[config.mk]
export PLATFORM = sky130hd
export DESIGN_NAME = axis_log_packager
export DESIGN_NICKNAME = d
export VERILOG_FILES = /design/src/rtl/axis_log_pkg.sv /design/src/rtl/axis_log_hold.sv /design/src/rtl/axis_log_packager.sv
export SDC_FILE = /design/constraint.sdc
export NUM_CORES = 1
export LEC_CHECK = 0
export ABC_AREA = 1
export CORE_MARGIN = 5
export CORE_UTILIZATION = 39
export CTS_CLUSTER_SIZE = 14
export DETAILED_ROUTE_END_ITERATION = 12
export HOLD_SLACK_MARGIN = 0.12
export PLACE_DENSITY_LB_ADDON = 0.12
export SLEW_MARGIN = 30
export SYNTH_ARGS = -nofsm -noshare
export SYNTH_HDL_FRONTEND = slang
export SYNTH_SLANG_ARGS = --single-unit
[constraint.sdc]
create_clock -name clk -period 4.71 [get_ports clk]
set_input_delay 0.7065 -clock clk [delete_from_list [all_inputs] [get_ports clk]]
set_output_delay 0.7065 -clock clk [all_outputs]
set_load 0.01 [all_outputs]
[src/rtl/axis_log_pkg.sv]
// Shared definitions for the log packager: serializer phases, header field
// offsets derived from the stream widths, and the header fit check.
package axis_log_pkg;

   typedef enum logic [1:0] {
      EMPTY = 2'd0,
      HDR   = 2'd1,
      DATA  = 2'd2
   } phase_e;

   // Header fields are packed LSB first: seq, id, dest, keep, last.
   function automatic int seq_lsb();
      return 0;
   endfunction

   function automatic int id_lsb(input int seq_w);
      return seq_lsb() + seq_w;
   endfunction

   function automatic int dest_lsb(input int seq_w, input int id_w);
      return id_lsb(seq_w) + id_w;
   endfunction

   function automatic int keep_lsb(input int seq_w, input int id_w, input int dest_w);
      return dest_lsb(seq_w, id_w) + dest_w;
   endfunction

   function automatic int last_bit(input int seq_w, input int id_w, input int dest_w,
                                   input int data_w);
      return keep_lsb(seq_w, id_w, dest_w) + data_w / 8;
   endfunction

   function automatic bit header_fits(input int seq_w, input int id_w, input int dest_w,
                                      input int data_w);
      return (data_w % 8 == 0) && (last_bit(seq_w, id_w, dest_w, data_w) < data_w);
   endfunction

endpackage

[src/rtl/axis_log_hold.sv]
// One-entry holding slice with a registered ready: the upstream ready is a
// flop, so there is no combinational path from in_valid to in_ready.
module axis_log_hold #(
   parameter int WIDTH = 8
) (
   input  logic             clk,
   input  logic             rst_n,
   input  logic [WIDTH-1:0] in_data,
   input  logic             in_valid,
   output logic             in_ready,
   output logic [WIDTH-1:0] out_data,
   output logic             out_valid,
   input  logic             out_take
);

   logic accept;
   logic full_next;

   always_comb begin
      accept    = in_valid & in_ready;
      // A take and an accept on the same edge leave the slot full with the new flit.
      full_next = accept | (out_valid & ~out_take);
   end

   // NOTE: sequential state uses non-blocking assignments so every flop samples
   // pre-edge values regardless of process ordering.
   always_ff @(posedge clk) begin
      if (!rst_n) begin
         out_valid <= 1'b0;
         in_ready  <= 1'b0;
      end else begin
         out_valid <= full_next;
         in_ready  <= ~full_next;
      end
   end

   // NOTE: the payload register has no reset; it is only observed while out_valid
   // is set, and leaving it unreset keeps the datapath free of reset fan-out.
   always_ff @(posedge clk) begin
      if (accept) out_data <= in_data;
   end

endmodule

[src/rtl/axis_log_packager.sv]
// Accepts governor log flits through a registered-ready slice and re-emits each
// one as a two-beat packet: a header beat (side channels + sequence) then data.
module axis_log_packager
   import axis_log_pkg::*;
#(
   parameter int DATA_WIDTH = 64,
   parameter int DEST_WIDTH = 16,
   parameter int ID_WIDTH   = 16,
   parameter int SEQ_WIDTH  = 16
) (
   input  logic                    clk,
   input  logic                    rst_n,
   input  logic [DATA_WIDTH-1:0]   log_TDATA,
   input  logic                    log_TVALID,
   output logic                    log_TREADY,
   input  logic [DATA_WIDTH/8-1:0] log_TKEEP,
   input  logic [DEST_WIDTH-1:0]   log_TDEST,
   input  logic [ID_WIDTH-1:0]     log_TID,
   input  logic                    log_TLAST,
   output logic [DATA_WIDTH-1:0]   pkt_TDATA,
   output logic                    pkt_TVALID,
   input  logic                    pkt_TREADY,
   output logic [DATA_WIDTH/8-1:0] pkt_TKEEP,
   output logic                    pkt_TLAST,
   input  logic                    seq_clr
);

   localparam int KEEP_W   = DATA_WIDTH / 8;
   localparam int SEQ_LSB  = seq_lsb();
   localparam int ID_LSB   = id_lsb(SEQ_WIDTH);
   localparam int DEST_LSB = dest_lsb(SEQ_WIDTH, ID_WIDTH);
   localparam int KEEP_LSB = keep_lsb(SEQ_WIDTH, ID_WIDTH, DEST_WIDTH);
   localparam int LAST_BIT = last_bit(SEQ_WIDTH, ID_WIDTH, DEST_WIDTH, DATA_WIDTH);
   localparam int PW       = LAST_BIT + 1 + DATA_WIDTH;

   if (!header_fits(SEQ_WIDTH, ID_WIDTH, DEST_WIDTH, DATA_WIDTH)) begin : g_bad_widths
      $error("axis_log_packager: header fields do not fit in DATA_WIDTH");
   end

   logic                 accept;
   logic [SEQ_WIDTH-1:0] cnt;
   logic [SEQ_WIDTH-1:0] stamp;
   logic [PW-1:0]        in_payload;
   logic [PW-1:0]        h_payload;
   logic                 h_full;
   logic                 take;
   logic                 s_free;
   logic [PW-1:0]        s_payload;
   phase_e               phase;
   phase_e               phase_next;
   logic [DATA_WIDTH-1:0] hdr;

   assign accept = log_TVALID & log_TREADY;
   assign stamp  = seq_clr ? '0 : cnt;

   // Payload is laid out in header order so the header is its low bits verbatim.
   // NOTE: every always_comb output gets a default first so no path infers a latch.
   always_comb begin
      in_payload                          = '0;
      in_payload[SEQ_LSB +: SEQ_WIDTH]    = stamp;
      in_payload[ID_LSB +: ID_WIDTH]      = log_TID;
      in_payload[DEST_LSB +: DEST_WIDTH]  = log_TDEST;
      in_payload[KEEP_LSB +: KEEP_W]      = log_TKEEP;
      in_payload[LAST_BIT]                = log_TLAST;
      in_payload[PW-1 -: DATA_WIDTH]      = log_TDATA;
   end

   axis_log_hold #(.WIDTH(PW)) u_hold (
      .clk      (clk),
      .rst_n    (rst_n),
      .in_data  (in_payload),
      .in_valid (log_TVALID),
      .in_ready (log_TREADY),
      .out_data (h_payload),
      .out_valid(h_full),
      .out_take (take)
   );

   always_ff @(posedge clk) begin
      if (!rst_n) cnt <= '0;
      else        cnt <= stamp + SEQ_WIDTH'(accept);
   end

   always_comb begin
      s_free     = (phase == EMPTY) || (phase == DATA && pkt_TREADY);
      take       = s_free && h_full;
      phase_next = phase;
      if (s_free)                          phase_next = h_full ? HDR : EMPTY;
      else if (phase == HDR && pkt_TREADY) phase_next = DATA;
   end

   always_ff @(posedge clk) begin
      if (!rst_n) phase <= EMPTY;
      else        phase <= phase_next;
   end

   always_ff @(posedge clk) begin
      if (take) s_payload <= h_payload;
   end

   always_comb begin
      hdr               = '0;
      hdr[LAST_BIT:0]   = s_payload[LAST_BIT:0];
      pkt_TVALID        = (phase != EMPTY);
      pkt_TDATA         = '0;
      pkt_TKEEP         = '0;
      pkt_TLAST         = 1'b0;
      case (phase)
         HDR: begin
            pkt_TDATA = hdr;
            pkt_TKEEP = '1;
         end
         DATA: begin
            pkt_TDATA = s_payload[PW-1 -: DATA_WIDTH];
            pkt_TKEEP = s_payload[KEEP_LSB +: KEEP_W];
            pkt_TLAST = 1'b1;
         end
         default: ;
      endcase
   end

endmodule
=== After elaboration in Yosys (flattened, before gate mapping) ===
Cells that the tools add are included.

* $lt $le $gt $ge: 0
* Shift-type cells: 0
* Divide/modulo/power cells: 0
* Equality and inequality tests: 2
* Mux-type cells: 7
* Multiply operators: 0
* Bitwise logic cells: 5
* Add/subtract/negate cells: 1
* Reductions and logical operators: 7

{| class="wikitable"
|+ Operators with widths
! operator !! number
|-
| case mux 64 bit (2 select lines) || 1
|-
| adder 16 x 1 -> 16 bit || 1
|-
| 2-to-1 mux 16 bit || 1
|-
| case mux 8 bit (2 select lines) || 1
|-
| 2-to-1 mux 2 bit || 2
|-
| nonzero test 2 bit || 2
|-
| logical AND 1 bit || 3
|-
| bitwise AND 1 bit || 2
|-
| equality test 2 x 1 -> 1 bit (second input constant) || 1
|-
| equality test 2 bit (second input constant) || 1
|-
| zero test 2 bit || 1
|-
| 2-to-1 mux 1 bit || 2
|-
| inverter 1 bit || 2
|-
| logical OR 1 bit || 1
|-
| bitwise OR 1 bit || 1
|}

* Bits in writable memories: 0
* Output and inout port bits: 75
* Logic and storage cells: 28
* Latch bits: 0
* Memories: 0
* Register bits after elaboration: 262
* Memory bits (read-only): 0

=== Longest topological paths before layout ===
Gate-level depths: netlist of run 1.

* Depth in word-level cells: 8
* Gate-level depth with buffers: 11

=== Cells and area by module ===
A second synthesis of run 1 with hierarchy kept.

* Cells, all modules: 654
* Area total of the unflattened synthesis: 9,476.6 um^2

{| class="wikitable"
|+ By module, submodules not included
! module !! cells an instance !! sequential area each (um^2) !! instances !! area an instance (um^2)
|-
| axis_log_packager || 523 || 3,993.8 || 1 || 5,758.0
|-
| axis_log_hold || 131 || 3,673.5 || 1 || 3,718.6
|}

=== Worst setup path after synthesis of run 1 ===
OpenSTA, ideal clock, no wires.

* Kind: in2reg
* From: in log_TVALID
* To: reg cnt[14]
* Arrival: 4.209 ns
* Setup slack: 0.386 ns
* Path buffers: 0
* Stages: 10
* Required time: 4.595 ns
* Library setup time: 0.115 ns
* Path through: nand2_1 > inv_1 > ha_1 > nand3_2 > inv_1 > nand2_1 > nor2_2 > nand3_1 > nand2_1 > nor2_1

* Word-level cells in the longest chain between the ends: 2

{| class="wikitable"
|+ Ends and longest elaborated chain
! item !! RTL line !! source
|-
| start: declaration || axis_log_packager.sv:14 || <nowiki>input logic log_TVALID,</nowiki>
|-
| bitwise AND 1 bit || axis_log_packager.sv:53 || <nowiki>assign accept = log_TVALID & log_TREADY;</nowiki>
|-
| named net accept || axis_log_packager.sv:40 || <nowiki>logic accept;</nowiki>
|-
| adder 16 x 1 -> 16 bit || axis_log_packager.sv:81 || <nowiki>else cnt <= stamp + SEQ_WIDTH'(accept);</nowiki>
|-
| end signal: assignment || axis_log_packager.sv:81 ||
|-
| end: declaration || axis_log_packager.sv:41 || <nowiki>logic [SEQ_WIDTH-1:0] cnt;</nowiki>
|}

The timed path passes the listed nets, and every way through them passes these cells.
A chain may end at the register's enable or synchronous reset.

=== Worst setup path in the final report of run 1 ===
* From: reg phase[1]
* To: out pkt_TDATA[33]

* Word-level cells in the longest chain between the ends: 2
* Elaborated cells on any way between the ends: 3
* Those cells by class: 2 x eq/ne; 1 x mux

{| class="wikitable"
|+ Ends and longest elaborated chain
! item !! RTL line !! source
|-
| start: declaration || axis_log_packager.sv:49 || <nowiki>phase_e phase;</nowiki>
|-
| start signal: assignment || axis_log_packager.sv:94 || <nowiki>else phase <= phase_next;</nowiki>
|-
| equality test 2 bit or equality test 2 x 1 -> 1 bit (tied branches) || axis_log_packager.sv:108 || <nowiki>case (phase)</nowiki>
|-
| case mux 64 bit (2 select lines) * || axis_log_packager.sv:108 ||
|-
| end: declaration || axis_log_packager.sv:20 || <nowiki>output logic [DATA_WIDTH-1:0] pkt_TDATA,</nowiki>
|}

Mark *: on every way between the ends. The rest lies on a longest branch, timed or not.

==> impl_results.md, run 1 <==
- Cts bufs inserted: 27
- Setup repair bufs after CTS: 0
- RSZ-0062 raised after global routing: false
- Reg2reg path depth: 7
- Main combinational cell family by area after synthesis: simple AND/OR/NAND/NOR gates
- First DRT Iteration DRCs: ~350
- F_max: roughly 270 MHz
- Routed WL: 20300 um
- EDFF count, synth: approximately 240
- Tot GR Track Use: 0.144
- Clock transition at path regs: 60 ps
- Initial Utilization: 0.392
- Synth Cell Area: between 9000 and 10000 um2
- Synth Flop Type: edfxtp_1
- Startpoint types: flip-flop
- First-pass GRT wire length: around 32000 um
- Largest net degree at the start of global routing: 64
- Initial antenna violation count: 1
- Port-buffer cells: roughly 180
- First drt pass iteration count: 5
- Post-synthesis adder-cell area fraction: 0.00662
- Sw frac: 0.195
- M1 GR Usage: 0.177
- Compound-gate portion of the synthesized area: 0.0429
- Worst skew pair latency: ~510 ps
- WP data required: roughly 4000 ps
- Comb pwr share: 0.037
- Filler cells: approximately 2100
- Clock share of power: 0.401
- Routability congestion estimate: a little over 0.8
- Synth Area per Inst: ~15 um2
- Die H: around 170 um
- Total of max-cap violations: 0
- Hold Vio Cnt, Final: 0
- CTS tree: yes
- LEAKAGE: between 4 and 5 nW
- Psw: slightly above 0.0009 W
- Hold Path Cell Cnt: 0
- Count leader, synth: edfxtp_1
- Grt met2 use: 0.263
- Global route overflow: 0
- Vias per std cell: about 4.6
- Yosys top cell area share: 0.769
- Status: completed
- Crit share post-route: 0.774
- Post-synthesis mux area share: 0
- Reg power frac: 0.563
- Internal power: 0.00378 W
- Worst vdd ir: between 0.15 and 0.2 mV
- Netlist cell types: 28
- Post-Synth XOR/XNOR Area: 0.000927
- DP Area: between 10000 and 15000 um2
- Final Util: 0.515
- CP arrival: around 3000 ps
- Actual slew at the worst max-slew pin: 855 ps
- Root buffer cell: clkbuf_16
- CTS Buffer Depth: 3
- Layout area overhead: 31.4%
- Fin area: between 10000 and 15000 um2
- Yosys top cell by area: edfxtp_1
- Setup total negative slack: 0 ps
- CP Capture Type: output port
- Vias in the first global route: about 5800
- Synth cell count leaders: edfxtp_1, nand2_1, a21oi_1
- Die Span X: 166 um
- Core Rows: 57
- Count of pins over their slew limit: 0
- Die area: roughly 27000 um2
- Overall power: about 0.0047 W
- Global routing usage on met3: 0.0267
- Layout Nets: 960
- DRC Markers: 0
- Clk sinks: ~260
- Power Density: between 300 and 400 nW/um2
- Via count: ~5500
- H-Tree Level Count: 1
- Synthesized flop and latch total: about 260
- Share of cells above drive strength 1: 0.0798
- Hold Path Class: reg2reg
- Final setup fails: 0
- CP max FO: 31
- Core Region: approximately 24000 um2
- Post-route minimum period: around 3600 ps
- Sequential share of the synthesized area: 0.811
- Reg area: 7670 um2
- Ys async rst share: 0
- Simple-gate share of the synthesized area: 0.105
- WS Path Type: reg2out
- Cells after Synth: around 650
- CTS Hold Bufs: 0
- Top cells by area, synth: edfxtp_1, nand2_1, dfxtp_1
- Yosys warnings: 0
- GRT busiest layer: met2
- IO Count: about 190
- Antenna-violating nets left: 0
- Syn Nets: roughly 770
- Rel. slew slack: 0.429
- Post-CTS Resized: 0
- Max Clock Skew: a little under 8 ps
- Mean routed wirelength per cell: between 15 and 20 um
- Multi-input logic area: 1480 um2
- Dpl hpwl: 13600 um
==> logic make-up after synthesis <==
family / after synthesis
buf+inv: 70
fa+ha+maj: 5
simple gates: 232
compound gates: 81
flops: 262
xor+xnor: 1
==> metrics by stage <==
step | hold WS, ps | cells | setup slack [ps]
after floorplan | 400 | 651 | 386
after global placement | 400 | 1140 | 1570
after detailed placement | 405 | 1140 | 1530
after CTS | 413 | 1189 | 977
after global routing | 420 | 1190 | 883
final | 410 | 1190 | 1060
==> flip-flops by register name, indices dropped and copies added (netlist names) <==
register          count
u_hold.out_valid      1
cnt                  16
phase                 2
u_hold.in_ready       1
u_hold.out_data     121
s_payload           121
==> final timing paths <==
path / from / slack, ps / end
hold / removal: u_hold.out_data[115] / 410 / s_payload[115]
setup / recovery: phase[1] / 1060 / pkt_TDATA[33]
setup reg to reg: phase[0] / 1970 / s_payload[69]
hold reg to reg: u_hold.out_data[115] / 410 / s_payload[115]
==> power by group through the flow <==
stage               clock network (W)  logic (W)  registers [W]
floorplan                           0  0.0000548        0.00269
global placement                    0   0.000172        0.00269
detailed placement                  0   0.000176        0.00269
CTS                           0.00195   0.000177        0.00264
global route                  0.00205   0.000186        0.00265
finish                        0.00188   0.000172        0.00264
==> metal layers <==
metal	wire length [um]	part of all wire	up-vias
li1	-	-	2657
met1	8150	0.40	2671
met2	10900	0.54	135
met3	997	0.049	21
met4	250	0.012	0
met5	0	0	-
==> cell usage in the layout, fill, tap and decap left out, types with 5 or more instances in the layout <==
master             n
a21oi_1           75
buf_4              6
clkbuf_1           6
clkbuf_16         27
clkdlybuf4s50_1  184
clkinv_1           6
clkinv_2           7
dfxtp_1           20
edfxtp_1         242
inv_1             39
nand2_1          167
nand3_1           12
nor2_1            31
nor2_2             5
o21ai_0            6
==> worst max-delay path, cell delays in order (launching register included) <==
cell	delay, ps
dfxtp_1	330
inv_1	80
ha_2	620
buf_4	470
nand2_1	90
a21oi_1	240
clkdlybuf4s50_1	590
==> cell type report <==
cell class / instances / area share
sequential: 262 / 0.617
clock inverter: 15 / 0.00594
multi-input combinational: 319 / 0.119
tap: 324 / 0.0326
antenna: 1 / 0.000201
timing repair buffer: 191 / 0.154
clock buffer: 34 / 0.0573
inverter: 44 / 0.0141
Power figures use the tool's default switching activity.
==> run 2, diff against run 1 <==
==> constraint.sdc (replaced) <==
create_clock -name clk -period 3 [get_ports clk]
set_input_delay 0.45 -clock clk [delete_from_list [all_inputs] [get_ports clk]]
set_output_delay 0.45 -clock clk [all_outputs]
set_load 0.01 [all_outputs]
==> run 2 against run 1 <==
  * Utilization is 0.94 points higher
  * Global-route usage is essentially flat
  * Power rose by 62%
  * Wire length increased by 0.94%
  * Combinational power increased by 62%
  * Count of clock-buffer cells in the layout grew 3
  * Critical path type unchanged
  * Largest power group unchanged
==> impl_results.md, run 2 (synthesis results as in run 1) <==
- Dpl hpwl: 13300 um (-1.8%)
- Global routing usage on met3: 0.0307 (+0.00405)
- CTS Hold Bufs: 0 (unchanged)
- Reg2reg start: phase[0]
- Count of pins over their slew limit: 0 (unchanged)
- Final setup fails: 0 (unchanged)
- WS Path Type: reg2out
- Most common cell after layout, fill and taps aside: edfxtp_1
- Largest net degree at the start of global routing: 122 (+91%)
- Biggest regs: s_payload: 121 flops, u_hold.out_data: 121 flops, cnt: 16 flops
- Reg2reg path depth: 8 (+1)
- Worst hold margin: 416 ps (+5.69 ps)
- Antenna-violating nets left: 0 (unchanged)
- WP data required: 2550 ps (-1450 ps)
- IO Count: 185 (unchanged)
- Via count: 5525 (+0.75%)
- Routability congestion estimate: 0.823 (+1.1%)
- CP arrival: 2390 ps (-550 ps)
- Power Density: 600 nW/um2 (+59%)
- Core Region: 24100 um2 (unchanged)
- Worst r2r dst: s_payload[25]
- Die area: 27400 um2 (unchanged)
- Mean routed wirelength per cell: 17.1 um (+0.27%)
- Hold Path Origin: u_hold.out_data[33]
- Port-buffer cells: 184 (unchanged)
- Crit share post-route: 0.948
- Hold Path Cell Cnt: 0 (unchanged)
- Grt met2 use: 0.262 (-0.000355)
- M1 GR Usage: 0.170 (-0.00672)
- Max Clock Skew: 7.42 ps (-0.345 ps)
- F_max: between 300 and 400 MHz
- CTS Buffer Depth: 3 (unchanged)
- Clk sinks: 262 (unchanged)
- Initial Utilization: 0.392 (unchanged)
- Die Span X: 166 um (unchanged)
- LEAKAGE: 4.09 nW (+1.7%)
- Vias in the first global route: 5911 (+2.6%)
- Die H: 166 um (unchanged)
- Vias per std cell: 4.61 (about the same)
- Post-route minimum period: about 2800 ps
- CP Capture Type: output port
- H-Tree Level Count: 1 (unchanged)
- Global route overflow: 0 (unchanged)
- First DRT Iteration DRCs: 399 (+16%)
- Worst Slack Setup Final: 156 ps (-908 ps)
- DRC Markers: 0 (unchanged)
- Startpoint types: flip-flop
- Hold Vio Cnt, Final: 0 (unchanged)
- Hold Path Class: reg2reg
- Root buffer cell: clkbuf_16
- Worst skew pair latency: 530 ps (+20 ps)
- First-pass GRT wire length: 31900 um (+0.50%)
- CTS tree: yes
- GRT busiest layer: met2
- Clock transition at path regs: 60 ps (about the same)
- Filler cells: 2081 (-0.81%)
- First drt pass iteration count: 4 (-1)
- Total of max-cap violations: 0 (unchanged)
- Layout area overhead: 33.8%
- CP max FO: 29 (-6.5%)
- Layout Nets: 966 (+0.63%)
- Tot GR Track Use: 0.144 (+0.000322)
- Share of cells above drive strength 1: 0.0962 (+0.0165)
- Status: completed
- Commonest non-fill, non-tap cells in the layout: edfxtp_1, clkdlybuf4s50_1, nand2_1
- Worst vdd ir: 0.303 mV (+57%)
- Actual slew at the worst max-slew pin: 739 ps (-116 ps)
- Dpl ws: 424 ps (-1110 ps)
- Routed WL: 20500 um (+0.94%)
- Core Rows: 57 (unchanged)
- Cts bufs inserted: 28 (+3.7%)
- Flop2flop setup slack: 860 ps (-1110 ps)
- Rel. slew slack: 0.507 (+0.0780)
- RSZ-0062 raised after global routing: false
- Hold EP: s_payload[33]
- Initial antenna violation count: 2 (+1)
run 2: final cells by class:
class	count	area (um2)	share of cell area
Sequential cell	262	7670	0.606
Timing Repair Buffer	196	2010	0.159
Multi-Input combinational cell	319	1530	0.121
Clock buffer	37	756	0.0597
Tap cell	324	405	0.0321
Inverter	44	183	0.0144
Clock inverter	15	95.1	0.00752
Antenna cell	1	2.50	0.000198
run 2: layer usage:
metal,vias to the layer above,part of all wire
met4,2,0.028
met2,138,0.52
li1,2668,-
met3,40,0.049
met1,2677,0.41
met5,-,0.00044
run 2: where the power goes:
part | switching (W) | internal [W]
combinational | 0.000128 | 0.000149
sequential | 0.0000302 | 0.00412
clock | 0.00132 | 0.00185
run 2: worst max-delay path by stage:
stage / slack [ps] / start / cells after the start / endpoint
after global routing: 10 / phase[1] / 6 / pkt_TDATA[38]
final: 160 / phase[1] / 6 / pkt_TDATA[32]
after global placement: 460 / phase[1] / 6 / pkt_TDATA[32]
after CTS: 40 / phase[0] / 6 / pkt_TDATA[22]
after detailed placement: 420 / phase[1] / 6 / pkt_TDATA[32]
after floorplan: -250 / log_TVALID / 9 / cnt[14]
run 2: repair_timing:
item | 4_1_cts | 5_1_grt
setup buffers | 0 | 1
pin swaps | 0 | 1
setup endpoints to repair | 38 | 35
endpoints found under the hold margin | 0 | 0
resized for setup | 1 | 4
run 2: through the flow:
stage / cell area, um2 / TNS [ps] / utilization / total power (W) / cells
floorplan: 9520 / -8640 / - / 0.00431 / 651
global placement: 11800 / 0 / 0.488 / 0.00450 / 1144
detailed placement: 11800 / 0 / 0.488 / 0.00451 / 1144
CTS: 12600 / 0 / 0.523 / 0.00770 / 1196
global route: 12600 / 0 / 0.525 / 0.00790 / 1198
finish: 12600 / 0 / 0.525 / 0.00759 / 1198
run 2: critical path, cell delays in order (launching register included):
cell and delay [ps]:
dfxtp_2 370, inv_1 100, ha_1 350, inv_6 130, buf_4 210, a21oi_1 130
clkdlybuf4s50_1 570
==> run 3, diff against run 2 <==
--- a/config.mk
+++ b/config.mk
@@ -16,3 +16,4 @@
 export SYNTH_ARGS = -nofsm -noshare
 export SYNTH_HDL_FRONTEND = slang
 export SYNTH_SLANG_ARGS = --single-unit
+export TNS_END_PERCENT = 20
==> run 3 against run 2 <==
  * Power is essentially flat
  * Utilization is essentially flat
  * Sequential cell count is the same
  * Global-route usage shrank 0.097 points
  * Largest cell class unchanged
  * Non-clock buffer count shrank 2
  * Count of clock-buffer cells in the layout shrank 1
  * Largest power group unchanged
  * Register-to-register slack gained 150 ps
  * Critical path depth is the same
  * First-iteration DRC count grew 3.5%
==> impl_results.md, run 3 (synthesis results as in run 1) <==
- Setup repair bufs after CTS: 0 (unchanged)
- Filler cells: 2121 (+1.9%)
- DRC Markers: 0 (unchanged)
- Share of cells above drive strength 1: 0.0931 (-0.00312)
- Die H: 166 um (unchanged)
- Routed WL: 20500 um (+0.10%)
- Hold Vio Cnt, Final: 0 (unchanged)
- Antenna-violating nets left: 0 (unchanged)
- Global route overflow: 0 (unchanged)
- Total of max-cap violations: 0 (unchanged)
- Multi-input logic area: 1540 um2 (+0.24%)
- Worst Slack Setup Final: 146 ps (-10.2 ps)
- Reg area: 7670 um2 (unchanged)
- Max Clock Skew: 8.72 ps (+1.30 ps)
- CP max FO: 48 (+66%)
- Hold Path Class: reg2reg
- Post-route minimum period: 2850 ps (+10.2 ps)
- LEAKAGE: 4.12 nW (+0.76%)
- Port-buffer cells: 184 (unchanged)
- Overall power: 0.00759 W (about the same)
- Biggest regs: s_payload: 121 flops, u_hold.out_data: 121 flops, cnt: 16 flops
- Dpl hpwl: 13400 um (+0.31%)
- First DRT Iteration DRCs: 413 (+3.5%)
- Post-CTS Resized: 0 (-1)
- Worst vdd ir: 0.311 mV (+2.9%)
- Largest net degree at the start of global routing: 122 (unchanged)
- CTS Hold Bufs: 0 (unchanged)
- Reg2reg start: phase[0]
- Cts bufs inserted: 28 (unchanged)
- Clock transition at path regs: 60 ps (about the same)
- Actual slew at the worst max-slew pin: 815 ps (+76.1 ps)
- Initial Utilization: 0.392 (unchanged)
- Core Region: 24100 um2 (unchanged)
- Vias per std cell: 4.63 (+0.32%)
- Critical path's slowest cell: clkdlybuf4s50_1
- Slowest stage delay, CP: 580 ps (about the same)
- Layout area overhead: 33.9% (about the same)
- H-Tree Level Count: 1 (unchanged)
- Commonest non-fill, non-tap cells in the layout: edfxtp_1, clkdlybuf4s50_1, nand2_1
- Power Density: 600 nW/um2 (about the same)
- Routability congestion estimate: 0.759 (-7.7%)
- CP Capture Type: output port
- Root buffer cell: clkbuf_16
- Hold Path Origin: u_hold.out_data[58]
- Mean routed wirelength per cell: 17.1 um (+0.44%)
- Diodes inserted: 0 (-1)
- Tot GR Track Use: 0.143 (-0.000975)
- Layout Nets: 964 (-0.21%)
- CP arrival: 2400 ps (about the same)
- Rel. slew slack: 0.457 (-0.0508)
- Final setup fails: 0 (unchanged)
- IO Count: 185 (unchanged)
- CTS tree: yes
- F_max: 350 MHz (-0.36%)
- Status: completed
- Die Span X: 166 um (unchanged)
- Core Rows: 57 (unchanged)
- Crit share post-route: 0.951 (+0.00339)
- First-pass GRT wire length: 31700 um (-0.52%)
- Clk sinks: 262 (unchanged)
- Worst skew pair latency: 530 ps (about the same)
- CP cell instances: inv_1, ha_1, inv_4, buf_16, a21oi_1, clkdlybuf4s50_1
- Count of pins over their slew limit: 0 (unchanged)
- WP data required: 2550 ps (about the same)
- CP Launch Point: phase[1]
- First drt pass iteration count: 4 (unchanged)
- Startpoint types: flip-flop
- WS Path Type: reg2out
- Dpl ws: 578 ps (+154 ps)
- Most common cell after layout, fill and taps aside: edfxtp_1
- Initial antenna violation count: 0 (-2)
- Die area: 27400 um2 (unchanged)
- CTS Buffer Depth: 3 (unchanged)
- Via count: 5524 (-0.018%)
- Vias in the first global route: 5729 (-3.1%)
==> run 3: changes by cell type in the layout (fill, tap and decap cells not counted), moves of 2 or more <==
cell             previous run  this run
buf_4                       5         3
clkdlybuf4s50_1           184       182
clkinv_1                    7         9
clkinv_2                    6         4
dlymetal6s2s_1              0         2
o21ai_0                     1         3
o21ai_1                     5         3
==> run 3: power by group <==
part	internal [W]	leakage, nW	switching, W
Combinational	0.000151	1.32	0.000130
Clock	0.00184	0.416	0.00132
Sequential	0.00412	2.39	0.0000299
==> run 3: layout make-up <==
| type | count | share of cell area |
|---|---|---|
| clock buffer | 36 | 0.0594 |
| clock inverter | 15 | 0.00751 |
| inverter | 44 | 0.0142 |
| multi-input combinational | 319 | 0.121 |
| sequential | 262 | 0.606 |
| tap | 324 | 0.0320 |
| timing repair buffer | 194 | 0.159 |
==> run 3: metal layers <==
metal  up-vias  share of wire  global-route usage
met1      2710           0.43               0.182
met2       120           0.51               0.251
met4         0          0.016              0.0359
met5         -              0                   0
li1       2663              -                   -
met3        31          0.044              0.0298
==> run 3: final timing paths <==
| check | end | slack (ps) | depth (start not counted) |
|---|---|---|---|
| max | pkt_TDATA[8] | 150 | 6 |
| min | s_payload[58] | 410 | 0 |
| max reg2reg | s_payload[97] | 1010 | 8 |
| min reg2reg | s_payload[58] | 410 | 0 |
==> run 3: metrics by stage <==
| step | area, um2 | TNS [ps] | instances | hold slack [ps] | util |
|---|---|---|---|---|---|
| 3_3_place_gp | 11800 | 0 | 1143 | 400 | 0.489 |
| 4_1_cts | 12600 | 0 | 1194 | 414 | 0.524 |
| 6_report | 12700 | 0 | 1194 | 410 | 0.525 |
| 2_1_floorplan | 9520 | -8690 | 651 | 400 | - |
| 3_5_place_dp | 11800 | 0 | 1143 | 405 | 0.489 |
| 5_1_grt | 12700 | -6.10 | 1194 | 421 | 0.525 |
==> run 3: worst max-delay path, delay by kind of cell (launching register included) <==
family,cells,cell delay [ps]
adders and majority gates,1,320
DFF,1,360
AOI/OAI and AO/OA,1,210
buffers and inverters,4,980
